File: config.mk
export PLATFORM = sky130hd
export DESIGN_NAME = l2_bus_arbiter
export DESIGN_NICKNAME = d
export VERILOG_FILES = /design/src/rtl/l2_bus_arbiter.sv
export SDC_FILE = /design/constraint.sdc
export NUM_CORES = 1
export LEC_CHECK = 0
export CORE_MARGIN = 10
export CORE_UTILIZATION = 33
export CTS_CLUSTER_SIZE = 30
export DETAILED_ROUTE_END_ITERATION = 10
export PLACE_DENSITY = 0.77
export SLEW_MARGIN = 25
export SYNTH_ARGS = -nofsm -noshare
export SYNTH_HDL_FRONTEND = slang
export SYNTH_SLANG_ARGS = --single-unit
export TNS_END_PERCENT = 100
File: constraint.sdc
create_clock -name clk -period 1.88 [get_ports clk]
set_input_delay 0.188 -clock clk [delete_from_list [all_inputs] [get_ports clk]]
set_output_delay 0.188 -clock clk [all_outputs]
set_load 0.01 [all_outputs]
File: src/rtl/l2_bus_arbiter.sv
// L2 bus arbiter: shares one L2 bus between I-fill, D-fill/RFO and WB requesters.
// WB has priority with a streak cap; I and D alternate. Optional watchdog: L2_ARB_TIMEOUT_EN.
module l2_bus_arbiter #(
    parameter int ADDR_W        = 32,
    parameter int WB_STREAK_MAX = 2,
    parameter int TIMEOUT       = 255
) (
    input  logic              clk,
    input  logic              rst,
    input  logic              i_req,
    input  logic [ADDR_W-1:0] i_addr,
    output logic              i_gnt,
    output logic              i_done,
    input  logic              d_req,
    input  logic [ADDR_W-1:0] d_addr,
    input  logic              d_rfo,
    output logic              d_gnt,
    output logic              d_done,
    input  logic              wb_req,
    input  logic [ADDR_W-1:0] wb_addr,
    output logic              wb_gnt,
    output logic              wb_done,
    output logic              l2_valid,
    output logic [1:0]        l2_op,
    output logic [ADDR_W-1:0] l2_addr,
    input  logic              l2_ready,
    input  logic              l2_done,
    output logic              busy,
    output logic              timeout_err
);
    typedef enum logic [1:0] {ST_IDLE, ST_REQ, ST_WAIT, ST_DONE} state_t;
    typedef enum logic [1:0] {OWN_I, OWN_D, OWN_WB} owner_t;

    localparam logic [1:0] OP_READ  = 2'd0;
    localparam logic [1:0] OP_WRITE = 2'd1;
    localparam logic [1:0] OP_RFO   = 2'd2;

    localparam int SW = (WB_STREAK_MAX > 0) ? $clog2(WB_STREAK_MAX + 1) : 1;
    localparam logic [SW-1:0] STREAK_MAX_C = SW'(WB_STREAK_MAX);

    state_t            state_q;
    owner_t            owner_q;
    logic [1:0]        op_q;
    logic [ADDR_W-1:0] addr_q;
    logic              rr_ptr_q;
    logic [SW-1:0]     wb_streak_q;

    logic              grant_d;
    owner_t            owner_d;
    logic [1:0]        op_d;
    logic [ADDR_W-1:0] addr_d;
    logic              wb_blocked;

`ifdef L2_ARB_TIMEOUT_EN
    localparam int CNT_W = $clog2(TIMEOUT + 1);
    logic [CNT_W-1:0] wdog_q;
    logic             timeout_err_q;
    logic             wdog_expired;

    // Expires on the TIMEOUT-th cycle spent in REQ/WAIT.
    assign wdog_expired = (wdog_q == CNT_W'(TIMEOUT - 1));
    assign timeout_err  = timeout_err_q;
`else
    assign timeout_err  = 1'b0;
`endif

    // Owner selection, only consumed in IDLE.
    always_comb begin
        grant_d    = 1'b0;
        owner_d    = OWN_I;
        op_d       = OP_READ;
        addr_d     = i_addr;
        wb_blocked = (wb_streak_q == STREAK_MAX_C) && (i_req || d_req);
        if (wb_req && !wb_blocked) begin
            grant_d = 1'b1;
            owner_d = OWN_WB;
            op_d    = OP_WRITE;
            addr_d  = wb_addr;
        end else if (i_req && (!d_req || !rr_ptr_q)) begin
            grant_d = 1'b1;
            owner_d = OWN_I;
            op_d    = OP_READ;
            addr_d  = i_addr;
        end else if (d_req) begin
            grant_d = 1'b1;
            owner_d = OWN_D;
            op_d    = d_rfo ? OP_RFO : OP_READ;
            addr_d  = d_addr;
        end
    end

    always_ff @(posedge clk) begin
        if (rst) begin
            state_q       <= ST_IDLE;
            owner_q       <= OWN_I;
            op_q          <= OP_READ;
            addr_q        <= '0;
            rr_ptr_q      <= 1'b0;
            wb_streak_q   <= '0;
`ifdef L2_ARB_TIMEOUT_EN
            wdog_q        <= '0;
            timeout_err_q <= 1'b0;
`endif
        end else begin
            case (state_q)
                ST_IDLE: begin
`ifdef L2_ARB_TIMEOUT_EN
                    wdog_q <= '0;
`endif
                    if (grant_d) begin
                        state_q <= ST_REQ;
                        owner_q <= owner_d;
                        op_q    <= op_d;
                        addr_q  <= addr_d;
                        if (owner_d == OWN_WB) begin
                            if (wb_streak_q != STREAK_MAX_C)
                                wb_streak_q <= wb_streak_q + 1'b1;
                        end else begin
                            wb_streak_q <= '0;
                            rr_ptr_q    <= (owner_d == OWN_I);
                        end
                    end
                end
                ST_REQ: begin
`ifdef L2_ARB_TIMEOUT_EN
                    wdog_q <= wdog_q + 1'b1;
                    if (wdog_expired) begin
                        state_q       <= ST_DONE;
                        timeout_err_q <= 1'b1;
                    end else
`endif
                    if (l2_ready)
                        state_q <= ST_WAIT;
                end
                ST_WAIT: begin
`ifdef L2_ARB_TIMEOUT_EN
                    wdog_q <= wdog_q + 1'b1;
                    if (wdog_expired) begin
                        state_q       <= ST_DONE;
                        timeout_err_q <= 1'b1;
                    end else
`endif
                    if (l2_done)
                        state_q <= ST_DONE;
                end
                ST_DONE: state_q <= ST_IDLE;
                default: state_q <= ST_IDLE;
            endcase
        end
    end

    // All outputs decode registered state only.
    assign busy     = (state_q != ST_IDLE);
    assign l2_valid = (state_q == ST_REQ);
    assign l2_op    = op_q;
    assign l2_addr  = addr_q;
    assign i_gnt    = busy && (owner_q == OWN_I);
    assign d_gnt    = busy && (owner_q == OWN_D);
    assign wb_gnt   = busy && (owner_q == OWN_WB);
    assign i_done   = (state_q == ST_DONE) && (owner_q == OWN_I);
    assign d_done   = (state_q == ST_DONE) && (owner_q == OWN_D);
    assign wb_done  = (state_q == ST_DONE) && (owner_q == OWN_WB);

endmodule
Yosys cells after proc, flatten, opt, wreduce, memory -nomap -nowiden
Cells that the tools add are included.

Add/sub/neg operators: 1. Equal/unequal tests: 12. Mux-type cells: 19. Bitwise operators: 1. Reduce and logical (&&, ||, !) cells: 22.

Operator list (count): two-way mux 32 bit (3); two-way mux 2 bit (10); equality test 2 bit, second input constant (5); logical AND 1 bit (9); AND reduction 3 bit (3); case mux 2 bit (4 select lines) (1); zero test 2 bit (3); != test 2 bit, second input constant (3); two-way mux 1 bit (5); equality test 2 x 1 -> 1 bit, second input constant (2); != test 2 x 1 -> 1 bit, second input constant (2); zero test 1 bit (3); adder 2 x 1 -> 2 bit, second input constant (1); logical OR 1 bit (2); AND reduction 2 bit (1); nonzero test 2 bit (1); NOT 1 bit (1).

Flip-flop bits (word level): 41. Input port bits: 104. Output and inout port bits: 43. Word-level logic and storage cells: 61.

Longest topological paths before layout
Gate-level depths: netlist of the first run.

Depth in word-level cells: 8. Gate-level depth with buffers: 8. Gate-level depth less buffers: 6.

Least setup slack after synthesis of the first run
No wires, ideal clock.

Path kind: reg2reg. From: register wb_streak_q[0]. To: register addr_q[31], in the netlist l2_addr[31]. Setup time: 142 ps. Data arrival time: 1473 ps. Data required time: 1738 ps. Path slack: 265 ps. Stages on the path, launching flop included: 9. Path buffers: 2. Clock period less this slack: 1615 ps. Cells stage by stage: dfxtp_1 > inv_1 > ha_1 > nand2b_1 > and3_2 > buf_4 > buf_4 > a22oi_1 > a311oi_1.

Cells in the longest elaborated chain, start to end: 6. Elaborated cells on any way between the ends: 7. Those cells by class: eq/ne: 1; mux: 2; reduce/logical: 4.

Ends and longest elaborated chain: start, declared (line 46) `logic [SW-1:0] wb_streak_q;`; start signal, assigned (line 117) `wb_streak_q <= wb_streak_q + 1'b1;`; equality test 2 bit (*) (line 73) `wb_blocked = (wb_streak_q == STREAK_MAX_C) && (i_req || d_req);`; logical AND 1 bit (*) (line 73); zero test 1 bit (*) (line 74) `if (wb_req && !wb_blocked) begin`; logical AND 1 bit (*) (line 74); two-way mux 1 bit (line 74); AND reduction 2 bit (no source line); end signal, assigned (line 114) `addr_q <= addr_d;`; end, declared (line 44) `logic [ADDR_W-1:0] addr_q;`.

Every way passes the cells marked *; elsewhere a longest branch is shown, timed or not. A chain may end at the register's enable or synchronous reset.

Worst setup path in the final report of the first run
From: register state_q[0]. To: output i_done.

Cells in the longest elaborated chain, start to end: 2.

Ends and longest elaborated chain: start, declared (line 41) `state_t state_q;`; start signal, assigned (line 94) `state_q <= ST_IDLE;`; start signal, assigned (line 111) `state_q <= ST_REQ;`; start signal, assigned (line 133) `state_q <= ST_WAIT;`; equality test 2 bit (line 160) `assign i_done = (state_q == ST_DONE) && (owner_q == OWN_I);`; logical AND 1 bit (line 160); end, declared (line 13) `output logic i_done,`.

No other way between the ends.

==> results.json, run 1 <==
{
  "period_share": 0.939,
  "hold_ws_ps": 455,
  "cts_max_path_buffers": 2,
  "core_um2": 6350,
  "synth_cell_type_count": 31,
  "crit_path_start": "state_q[0]",
  "ys_seq_area_frac": 0.373,
  "grt_pass1_wl_mm": 13.9,
  "synthCells": 249,
  "wl_per_cell_um": 18.9,
  "post_cts_buffers": 0,
  "setup_tns_ps": 0,
  "io_buffers": 145,
  "worstHoldStart": "wb_streak_q[0]",
  "cts-htree-levels": 2,
  "path_class": "flip-flop to primary output",
  "cts_tree": "built",
  "ys_ff_latch": 40,
  "p_leak_nw": 1.39,
  "worstMarginPinSlew_ps": 525,
  "place_area_um2": 3710,
  "cts_hold_buf": 0,
  "crit_required_ps": 1690,
  "ant_nets": 0,
  "drc": 0,
  "netlist_top_cells_count": "40 x dfxtp_1, 39 x nor2_1, 35 x o21ai_0, 33 x a311oi_1, 25 x a22oi_1",
  "finalInstanceArea_um2": 3800,
  "wl_mm": 8.81,
  "post-route-min-period_ps": 1760,
  "clkTransAtPathRegs_ps": 70,
  "drt-pass1-iter-count": 4,
  "ctsResizeCount": 5,
  "drive_gt1_frac": 0.0977,
  "grt_start_max_net_pins": 41,
  "die_area_um2": 10100,
  "start_kind": "flip-flop",
  "syn_avg_cell_area_um2": 8.62,
  "cts_root_buf": "clkbuf_8",
  "clk_latency_ps": 290,
  "relSlewSlack": 0.647,
  "slew_viol_final": 0,
  "dp_hpwl_mm": 6.75,
  "grt_overflow": 0,
  "status": "completed",
  "cp-end-kind": "primary output",
  "place_congestion": 0.803,
  "yosysTopAreaCellShare": 0.373,
  "hold_violations": 0,
  "fill_cells": 589,
  "grt_use_total": 0.167,
  "viasPerCell": 5.44,
  "nNetsFinal": 498,
  "vias": 2535,
  "synth.area.top_cells": "dfxtp_1 37%, a311oi_1 13%, a22oi_1 8.7%",
  "worstReg2RegStart": "wb_streak_q[0]",
  "crit_fanout": 4,
  "initial_core_util": 0.338,
  "diodes": 0,
  "ir_drop_v": 0.000863,
  "pin_count": 147,
  "cts.sinks": 40,
  "cts-buffers-inserted": 5,
  "ys.warnings.count": 0,
  "synthToLayoutAreaGrowth_pct": 77.0,
  "p_per_area_nw_per_um2": 1060,
  "syn_area_um2": 2150,
  "antenna_found_initial": 0,
  "die_w_um": 101,
  "rsz0062_at_grt": "no",
  "hp-class": "flip-flop to flip-flop",
  "seq_area_um2": 803,
  "synthFlopType": "dfxtp_1",
  "rows": 29,
  "max_cap_violations": 0,
  "fmax_mhz": 567,
  "yosys.area.top_type": "dfxtp_1",
  "async_flop_share": 0,
  "finalSetupViolations": 0,
  "skew_ps": 4.45,
  "die_h_um": 101,
  "synth_edf_count": 0,
  "syn_nets": 358,
  "crit_arrival_ps": 1580,
  "multiInputGateArea_um2": 1170,
  "yosysMostFrequentCell": "dfxtp_1",
  "grt_pass1_vias": 2792,
  "first_iter_violations": 67
}
area by class of cell:
class                   count  area share
multi-input cells         175       0.308
clock buffers               6      0.0191
inverters                   7     0.00691
clock inverters             1     0.00132
flip-flops and latches     40       0.211
repair buffers            160       0.428
well taps                  77      0.0254
metrics by stage:
step | setup slack (ps) | total power, mW | instances | utilization
2_1_floorplan | 265 | 2.39 | 249 | -
3_5_place_dp | 21.4 | 3.53 | 459 | 0.585
6_report | 115 | 4.04 | 466 | 0.598
5_1_grt | 7.00 | 4.35 | 466 | 0.598
3_3_place_gp | 115 | 3.47 | 459 | 0.585
4_1_cts | 38.6 | 4.08 | 466 | 0.597
cells in the final DEF (no fill, tap or decap), types with 3 or more instances in the layout:
master / n
dlygate4sd2_1: 3
a22oi_1: 25
buf_4: 10
dfxtp_1: 38
a311oi_1: 33
a22oi_2: 8
buf_12: 5
nor2_1: 39
clkbuf_8: 5
clkdlybuf4s50_1: 141
a21oi_1: 3
nor3_1: 5
inv_1: 6
ha_1: 5
o21ai_0: 35
sequential cells by signal, summed over array words and instances, names as in the netlist:
register     count
rr_ptr_q         1
state_q          2
owner_q          1
l2_addr         32
l2_op            2
wb_streak_q      2
worst max-delay path: stages (launching register included):
cell and delay [ps]:
dfxtp_2 360, ha_1 180, nor3b_1 180, clkdlybuf4s50_1 580
metal layers:
metal	part of all wire	routed length [um]	track usage
met5	0	0	0
met4	0.015	130	0.0522
met3	0.092	814	0.0610
met2	0.50	4400	0.293
met1	0.39	3470	0.183
power by group:
group / internal [mW] / switching, mW
logic: 1.12 / 1.07
registers: 1.14 / 0.160
clock network: 0.253 / 0.296
path summary, 6_finish.rpt:
| check | slack (ps) | depth (start not counted) | end |
|---|---|---|---|
| worst min-delay path | 460 | 2 | wb_streak_q[0] |
| worst max-delay path | 120 | 3 | i_done |
| worst max register to register | 200 | 7 | l2_addr[23] |
| worst min register to register | 460 | 2 | wb_streak_q[0] |
cells by family (layout without fill, tap and decap cells):
family,Yosys count,in the layout,share of synthesized area
AO/OA/AOI/OAI,110,110,0.387
adder cells (fa/ha/maj),5,5,0.0291
buffers and inverters,34,174,0.0845
flip-flops,40,40,0.373
multiplexers,1,1,0.00466
other,1,1,0.00175
AND/OR/NAND/NOR,58,58,0.120
Note: power is estimated with default switching activity, not from simulation.
==> run 2: changes to the inputs <==
GPL_ROUTABILITY_DRIVEN = 0   (was default)
==> results of run 2 <==
No change in the layout: final DEF, timing and power equal those of run 1.
==> run 3: changes to the inputs <==
MAX_ROUTING_LAYER = met4   (was default)
==> run 3 against run 2 <==
Count of clock-buffer cells in the layout is the same. Sequential share of layout area is the same. Clock power is essentially flat. First-iteration DRC count shrank 4.5%. Wire length shrank 0.52%. Total power is essentially flat. Global-route usage grew 0.47 points. Worst hold slack is essentially flat. Cell count is the same.
==> results.json, run 3 (synthesis gave the netlist of run 1 again) <==
{
  "path_class": "flip-flop to primary output",
  "cts-htree-levels": 2,
  "cts_root_buf": "clkbuf_8",
  "drt-pass1-iter-count": 4,
  "layout_commonest_cell": "clkdlybuf4s50_1",
  "cts-buffers-inserted": 5,
  "die_h_um": 101,
  "relSlewSlack": 0.637,
  "die_area_um2": 10100,
  "place_area_um2": 3710,
  "slew_viol_final": 0,
  "status": "completed",
  "hold_violations": 0,
  "hp-class": "flip-flop to flip-flop",
  "dpl.cell_count": 459,
  "wl_per_cell_um": 18.8,
  "period_share": 0.939,
  "fmax_mhz": 567,
  "ir_drop_v": 0.000860,
  "cts_tree": "built",
  "crit_arrival_ps": 1580,
  "clkTransAtPathRegs_ps": 70,
  "rows": 29,
  "ant_nets": 0,
  "p_int_mw": 2.51,
  "p_clk_frac": 0.135,
  "switching_share": 0.377,
  "pwr-share-comb": 0.543,
  "instances_no_fill": 466,
  "nNetsFinal": 498,
  "drc": 0,
  "post-route-min-period_ps": 1760,
  "rsz0062_at_grt": "no",
  "wl_mm": 8.77,
  "diodes": 0,
  "initial_core_util": 0.338,
  "cts.sinks": 40,
  "viasPerCell": 5.47,
  "p_sw_mw": 1.52,
  "worstMarginPinSlew_ps": 541,
  "clk_latency_ps": 290,
  "core_um2": 6350,
  "max_cap_violations": 0,
  "largest_reg_flops": 32,
  "power.total_mw": 4.04,
  "grt_pass1_wl_mm": 13.9,
  "dp_hpwl_mm": 6.75,
  "pin_count": 147,
  "layout_common_cells": "141 x clkdlybuf4s50_1, 39 x nor2_1, 38 x dfxtp_1, 35 x o21ai_0, 33 x a311oi_1",
  "antenna_found_initial": 0,
  "fill_cells": 589,
  "crit_required_ps": 1690,
  "grt_overflow": 0,
  "crit_fanout": 4,
  "finalSetupViolations": 0,
  "pwr-share-seq": 0.322,
  "finalInstanceArea_um2": 3800,
  "synthToLayoutAreaGrowth_pct": 77.0,
  "grt_start_max_net_pins": 41,
  "drive_gt1_frac": 0.0977,
  "first_iter_violations": 64,
  "p_leak_nw": 1.39,
  "post_cts_buffers": 0,
  "skew_ps": 4.75,
  "vias": 2547,
  "final_core_util": 0.598,
  "die_w_um": 101,
  "cp-end-kind": "primary output",
  "cts_max_path_buffers": 2,
  "io_buffers": 145,
  "grt_pass1_vias": 2795,
  "p_per_area_nw_per_um2": 1060,
  "grt_use_total": 0.172,
  "start_kind": "flip-flop",
  "setup_tns_ps": 0
}
run 3: worst max-delay path, cell delays in order (launching register included):
cell and delay [ps]:
dfxtp_2 360, ha_1 180, nor3b_1 180, clkdlybuf4s50_1 570
run 3: through the flow:
| step | hold slack (ps) | setup slack, ps |
|---|---|---|
| finish | 455 | 115 |
| global route | 502 | 10.9 |
| CTS | 459 | 38.6 |
| detailed placement | 449 | 21.4 |
| global placement | 441 | 115 |
| floorplan | 304 | 265 |
run 3: final cells by class:
| cell class | instances | area, um2 | share of cell area |
|---|---|---|---|
| clock inverters | 1 | 5.00 | 0.00132 |
| clock buffers | 6 | 72.6 | 0.0191 |
| well taps | 77 | 96.3 | 0.0254 |
| flip-flops and latches | 40 | 803 | 0.211 |
| multi-input cells | 175 | 1170 | 0.308 |
| inverters | 7 | 26.3 | 0.00691 |
| repair buffers | 160 | 1630 | 0.428 |
run 3: worst paths after layout:
kind | startpoint | to | slack [ps] | cells past startpoint
max reg2reg | wb_streak_q[0] | l2_addr[23] | 200 | 7
max | state_q[0] | d_done | 120 | 3
min | wb_streak_q[0] | wb_streak_q[0] | 460 | 2
min reg2reg | wb_streak_q[0] | wb_streak_q[0] | 460 | 2
run 3: metal layers:
layer / vias up / part of all wire / global-route usage
met5: - / 0 / -
met4: 0 / 0.015 / 0.0522
met3: 11 / 0.093 / 0.0501
met2: 105 / 0.49 / 0.294
met1: 1206 / 0.40 / 0.188
li1: 1225 / - / -
run 3: power by group through the flow:
stage               registers (mW)  clock network, mW  logic [mW]
detailed placement            1.32                  0        2.21
global route                  1.34              0.594        2.42
CTS                           1.30              0.565        2.21
floorplan                     1.41                  0       0.981
finish                        1.30              0.547        2.19
global placement              1.30                  0        2.17
run 3: what timing repair did:
| item | 4_1_cts | 5_1_grt |
|---|---|---|
| gates resized for setup | 5 | 3 |
| hold buffers | 0 | 0 |
| hold endpoints to repair | 0 | 0 |
| endpoints found under the setup margin | 4 | 5 |
